==> config.mk <==
export PLATFORM = sky130hd
export DESIGN_NAME = odo_sbox_small_seq
export DESIGN_NICKNAME = d
export VERILOG_FILES = /design/src/rtl/odo_sbox_small_seq.sv
export SDC_FILE = /design/constraint.sdc
export NUM_CORES = 1
export LEC_CHECK = 0
export CAP_MARGIN = 40
export CORE_ASPECT_RATIO = 1.5
export CORE_MARGIN = 2
export CORE_UTILIZATION = 49
export CTS_CLUSTER_DIAMETER = 50
export DETAILED_ROUTE_END_ITERATION = 6
export PLACE_DENSITY = 0.79
export SLEW_MARGIN = 40
export SYNTH_ARGS = -nofsm -noshare
export SYNTH_HDL_FRONTEND = slang
export SYNTH_SLANG_ARGS = --single-unit
==> constraint.sdc <==
create_clock -name clk -period 2.6 [get_ports clk]
set_input_delay 0.39 -clock clk [delete_from_list [all_inputs] [get_ports clk]]
set_output_delay 0.39 -clock clk [all_outputs]
set_load 0.1 [all_outputs]
==> src/rtl/odo_sbox_small_seq.sv <==
// rtl/odo_sbox_small_seq.sv - time-multiplexes one registered 6-bit S-box across LANES packed lanes
module odo_sbox_small_seq #(
    parameter int LANES = 8,
    parameter int CW    = 5
) (
    input  logic               clk,
    input  logic               reset,
    input  logic               in_valid,
    output logic               in_ready,
    input  logic [6*LANES-1:0] in_data,
    output logic [5:0]         sbox_in,
    input  logic [5:0]         sbox_out,
    output logic               out_valid,
    input  logic               out_ready,
    output logic [6*LANES-1:0] out_data,
    output logic               busy
);

    typedef enum logic [1:0] {
        IDLE  = 2'd0,
        ISSUE = 2'd1,
        DRAIN = 2'd2,
        DONE  = 2'd3
    } state_t;

    localparam logic [CW-1:0] LAST = CW'(LANES - 1);

    state_t             state;
    logic [6*LANES-1:0] lane_sr;
    logic [6*LANES-1:0] result_sr;
    logic [CW-1:0]      issue_cnt;
    logic [CW-1:0]      collect_cnt;
    logic               capture;

    // The S-box sees a plain register slice, so nothing upstream leaks into its timing path.
    assign sbox_in  = lane_sr[5:0];
    assign out_data = result_sr;

    always_ff @(posedge clk) begin
        if (reset) begin
            state       <= IDLE;
            lane_sr     <= '0;
            result_sr   <= '0;
            issue_cnt   <= '0;
            collect_cnt <= '0;
            capture     <= 1'b0;
            out_valid   <= 1'b0;
            in_ready    <= 1'b1;
            busy        <= 1'b0;
        end else begin
            // capture trails issuing by one cycle to match the S-box register stage
            capture <= 1'b0;
            if (capture) begin
                result_sr   <= {sbox_out, result_sr[6*LANES-1:6]};
                collect_cnt <= collect_cnt + 1'b1;
            end

            case (state)
                IDLE: begin
                    if (in_valid && in_ready) begin
                        lane_sr     <= in_data;
                        issue_cnt   <= '0;
                        collect_cnt <= '0;
                        in_ready    <= 1'b0;
                        busy        <= 1'b1;
                        state       <= ISSUE;
                    end
                end
                ISSUE: begin
                    lane_sr   <= {6'd0, lane_sr[6*LANES-1:6]};
                    issue_cnt <= issue_cnt + 1'b1;
                    capture   <= 1'b1;
                    if (issue_cnt == LAST) begin
                        state <= DRAIN;
                    end
                end
                DRAIN: begin
                    if (capture && collect_cnt == LAST) begin
                        out_valid <= 1'b1;
                        state     <= DONE;
                    end
                end
                DONE: begin
                    if (out_ready) begin
                        out_valid <= 1'b0;
                        in_ready  <= 1'b1;
                        busy      <= 1'b0;
                        state     <= IDLE;
                    end
                end
                default: begin
                    state <= IDLE;
                end
            endcase
        end
    end

endmodule

### Word-level counts from Yosys, hierarchy flattened

Index checks and enable logic that the tools add are counted.

* register bits after elaboration: 112

* add/sub/neg operators: 2
* equality and inequality tests: 9
* multiplexer cells: 21
* reductions and logical operators: 10

Operators with widths (number)
* $pmux 48 s2: 1
* $mux 48: 1
* $mux 5: 4
* $add 5x1->5 const B: 2
* $eq 5x3->1 const B: 2
* $pmux 5 s2: 1
* $mux 2: 4
* $ne 2x2->1 const B: 4
* $pmux 2 s4: 1
* $mux 1: 6
* $pmux 1 s2: 3
* $reduce_and 3->1: 2
* $reduce_bool 2->1: 3
* $eq 2x2->1 const B: 2
* $reduce_and 4->1: 1
* $eq 2x1->1 const B: 1
* $logic_and 1x1->1: 2
* $logic_not 2->1: 1
* $reduce_and 2->1: 1

### Depth between registers and ports, before layout

* word-level depth: 4
* mapped depth: 9
* gate-level depth less buffers: 6

### Least setup slack after synthesis

Ideal clock, no wire load.

* kind: reg2reg
* start point: register in_ready
* end point: register lane_sr[22]
* setup time: 0.081 ns
* arrival time: 2.026 ns
* required time: 2.519 ns
* path slack: 0.493 ns
* stages on the path, launching flop included: 8
* path buffers: 3
* cell sequence: dfxtp_1 > and3_1 > buf_6 > or2_4 > buf_6 > buf_2 > nor2_1 > a211oi_2

* cells in the longest elaborated chain, start to end: 3

RTL lines
* start: declaration: RTL line 9 `output logic in_ready,`
* start signal: assignment: RTL line 48 `in_ready <= 1'b1;`
* start signal: assignment: RTL line 64 `in_ready <= 1'b0;`
* start signal: assignment: RTL line 86 `in_ready <= 1'b1;`
* $logic_and 1x1->1: RTL line 60 `if (in_valid && in_ready) begin`
* $ne 2x2->1 (no source line)
* $reduce_and 2->1 (no source line)
* end signal: assignment: RTL line 61 `lane_sr <= in_data;`
* end signal: assignment: RTL line 70 `lane_sr <= {6'd0, lane_sr[6*LANES-1:6]};`
* end: declaration: RTL line 29 `logic [6*LANES-1:0] lane_sr;`

Every way passes these cells.
A chain may end at the register's enable or synchronous reset.

### Final worst setup path

* start point: register state[1]
* end point: register lane_sr[8]

* cells in the longest elaborated chain, start to end: 3
* elaborated cells on any way between the ends: 6
* classes of those cells: eq/ne: 2; mux: 1; reduce/logical: 3

RTL lines
* start: declaration: RTL line 28 `state_t state;`
* start signal: assignment: RTL line 41 `state <= IDLE;`
* start signal: assignment: RTL line 66 `state <= ISSUE;`
* start signal: assignment: RTL line 74 `state <= DRAIN;`
* $eq 2x1->1 / $logic_not 2->1 (equally long branches): RTL line 58 `case (state)`
* $reduce_bool 2->1 (no source line) / $ne 2x2->1 (equally long branches)
* $reduce_and 2->1 (no source line)

Parallel ways exist; a longest one is shown, timed or not.

==> flow_summary.yaml <==
detailed_routing:
  ant_nets: 0
  drtPass1Iterations: 4
  drc_errors: 0
  drtIter0Drc: 88
  avgRoutedWirePerCell_um: 14.8
  finalWirelength_um: 9810
  routed_via_density: 5.26
  vias: 3499
floorplanning:
  initial_core_util: 0.497
  io_pins: 115
  core_mm2: 0.00958
  die_x_um: 84.5
  dieArea_mm2: 0.0105
  die_h_um: 125
  rows: 44
synth:
  syn-instance-count: 455
  synthDistinctLibCells: 37
  synth.net_count: 519
  post-synth-top-count-cell: "dfxtp_1"
  avgSynthCellArea_um2: 10.5
  synth_edf_count: 0
  synth_flop_cell: "dfxtp_1"
  syn_area_mm2: 0.00476
  yosys_warnings: 0
  async_reset_ff_frac: 0
  yosysSeqAreaShare: 0.471
  synth_area_leaders: "dfxtp_1 47%, mux2i_1 19%, a211oi_2 11%, nor2_1 8.4%, ha_1 1.6%"
  synth_top_area_frac: 0.471
  synth_area_leader_cell: "dfxtp_1"
  synth_commonest_cells: "112 x dfxtp_1, 107 x nor2_1, 91 x mux2i_1, 40 x a211oi_2, 14 x clkbuf_1"
  synth-seq-cells: 112
timing:
  finalWorstSetupSlack_ns: 0.659
  finalSetupTns_ns: 0
  clock_skew_ns: 0.00771
  relSlewSlack: 0.449
  worst_pin_slew_ns: 0.826
  max_clock_freq_ghz: 0.515
  hold_violations: 0
  post-route-period-util: 0.747
  setup_viol: 0
  finalMaxSlewViolations: 0
  min_period_ns: 1.94
  rsz0062_at_grt: "no"
run_status:
  outcome: "finished clean"
setup_path:
  arrival_ns: 2.20
  required_ns: 2.86
  path_max_fanout: 31
  max_stage_delay_ns: 0.34
  crit_chain: "inv_1 > ha_1 > and3_1 > or2_4 > buf_12 > nor2_1 > a211oi_1"
  cp_slowest_cell: "dfxtp_1"
  crit_type: "flop to flop"
  end_kind: "flop"
  crit_path_start_kind: "flop"
finish:
  drive_gt1_frac: 0.225
  fin_nets: 610
  syn2layout_area_growth_pct: 27.8
  diodes: 0
clocking:
  clk_path_buf_depth: 2
  post_cts_buffers: 0
  cts_made_buffers: 9
  clock-root-buffer: "clkbuf_16"
  ctsHtreeMaxLevel: 3
  clock_latency_ns: 0.34
  ctsResizeCount: 0
  cts_tree: "built"
  cts.sinks: 112
  hold_buffers: 0
  clk_pin_slew_worst_paths_ns: 0.07
power_and_ir_drop:
  power.density_mw_per_mm2: 1020
  ir_drop_v: 0.000692
  power_leakage_uw: 0.00231
global_routing:
  gr-total-overflow: 0
  antenna_found_initial: 0
  grt_pass1_wl_um: 15900
  grt_pass1_vias: 3468
  grt_max_degree: 74
  grt.total_usage: 0.186
hold_path:
  hold_path.class: "input port to flop"
placement:
  gp_congestion: 0.756
  hpwl_um: 6890
  port_buffers: 114
  place_ws_ns: 0.460
flow_run:
  max-cap-violations: 0
[stage by stage]
stage	hold WS [ns]	area, µm²	cells	utilization	total power [µW]
after floorplan	0.457	4760	455	-	4400
after global placement	0.470	5760	650	0.601	4720
final	0.475	6080	665	0.635	6220
after global routing	0.481	6080	665	0.635	6550
after CTS	0.466	6080	665	0.635	6290
after detailed placement	0.490	5760	650	0.601	4810
[layout by cell type (no fill, tap or decap), types with 4 or more instances in the layout]
cell and instances:
buf_4 60, xor2_1 6, nor3_1 4, mux2i_1 91
dfxtp_1 111, a211oi_2 40, ha_1 5, a21oi_1 6
buf_12 4, a22oi_1 6, clkbuf_16 9, nand2_1 4
inv_1 6, nor2_1 107, clkdlybuf4s50_1 56
[routing by layer]
| metal | part of all wire | global-route usage | vias to the layer above |
|---|---|---|---|
| li1 | - | - | 1765 |
| met4 | 0.020 | 0.0682 | 0 |
| met3 | 0.062 | 0.0524 | 15 |
| met5 | 0 | 0 | - |
| met2 | 0.50 | 0.321 | 85 |
| met1 | 0.41 | 0.217 | 1634 |
[kinds of logic after synthesis]
| kind of cell | Yosys count | share of synthesized area |
|---|---|---|
| simple gates | 127 | 0.109 |
| flops | 112 | 0.471 |
| mux | 91 | 0.191 |
| compound gates | 66 | 0.145 |
| buf+inv | 46 | 0.0544 |
| xor+xnor | 7 | 0.0129 |
| fa+ha+maj | 6 | 0.0158 |
[flip-flops by register name (all words and copies together) (netlist names)]
name / flops
out_data: 48
lane_sr: 48
collect_cnt: 5
state: 2
issue_cnt: 5
in_ready: 1
capture: 1
out_valid: 1
busy: 1
[worst max-delay path, delay by kind of cell, from the launching register on]
family                     cells  cell delay (ns)
DFF                            1             0.34
and+or+nand+nor                3             0.70
buffers and inverters          2             0.34
AOI/OAI and AO/OA              1             0.22
adders and majority gates      1             0.25
[report_power, final]
part           total (µW)  switching, µW  internal [µW]
logic                2500           1540            957
registers            2250            195           2060
clock network        1470            624            846
total                6220           2360           3860
[path summary, 6_finish.rpt]
kind | startpoint | endpoint | slack [ns] | cells past startpoint
setup / recovery | state[1]$_SDFFE_PP0P_ | lane_sr[8]$_SDFFE_PP0P_ | 0.66 | 7
hold / removal | reset | lane_sr[46]$_SDFFE_PP0P_ | 0.47 | 2
hold reg to reg | out_valid$_SDFFE_PP0P_ | out_valid$_SDFFE_PP0P_ | 0.49 | 2
setup reg to reg | state[1]$_SDFFE_PP0P_ | lane_sr[8]$_SDFFE_PP0P_ | 0.66 | 7
[layout make-up]
cell class | instances | area [µm²]
clock inverter | 6 | 93.8
timing repair buffer | 120 | 1090
multi-input combinational | 297 | 2260
fill | 816 | 3500
inverter | 6 | 22.5
sequential | 112 | 2240
clock buffer | 9 | 225
tap | 115 | 144
(Power assumes the default switching activity.)
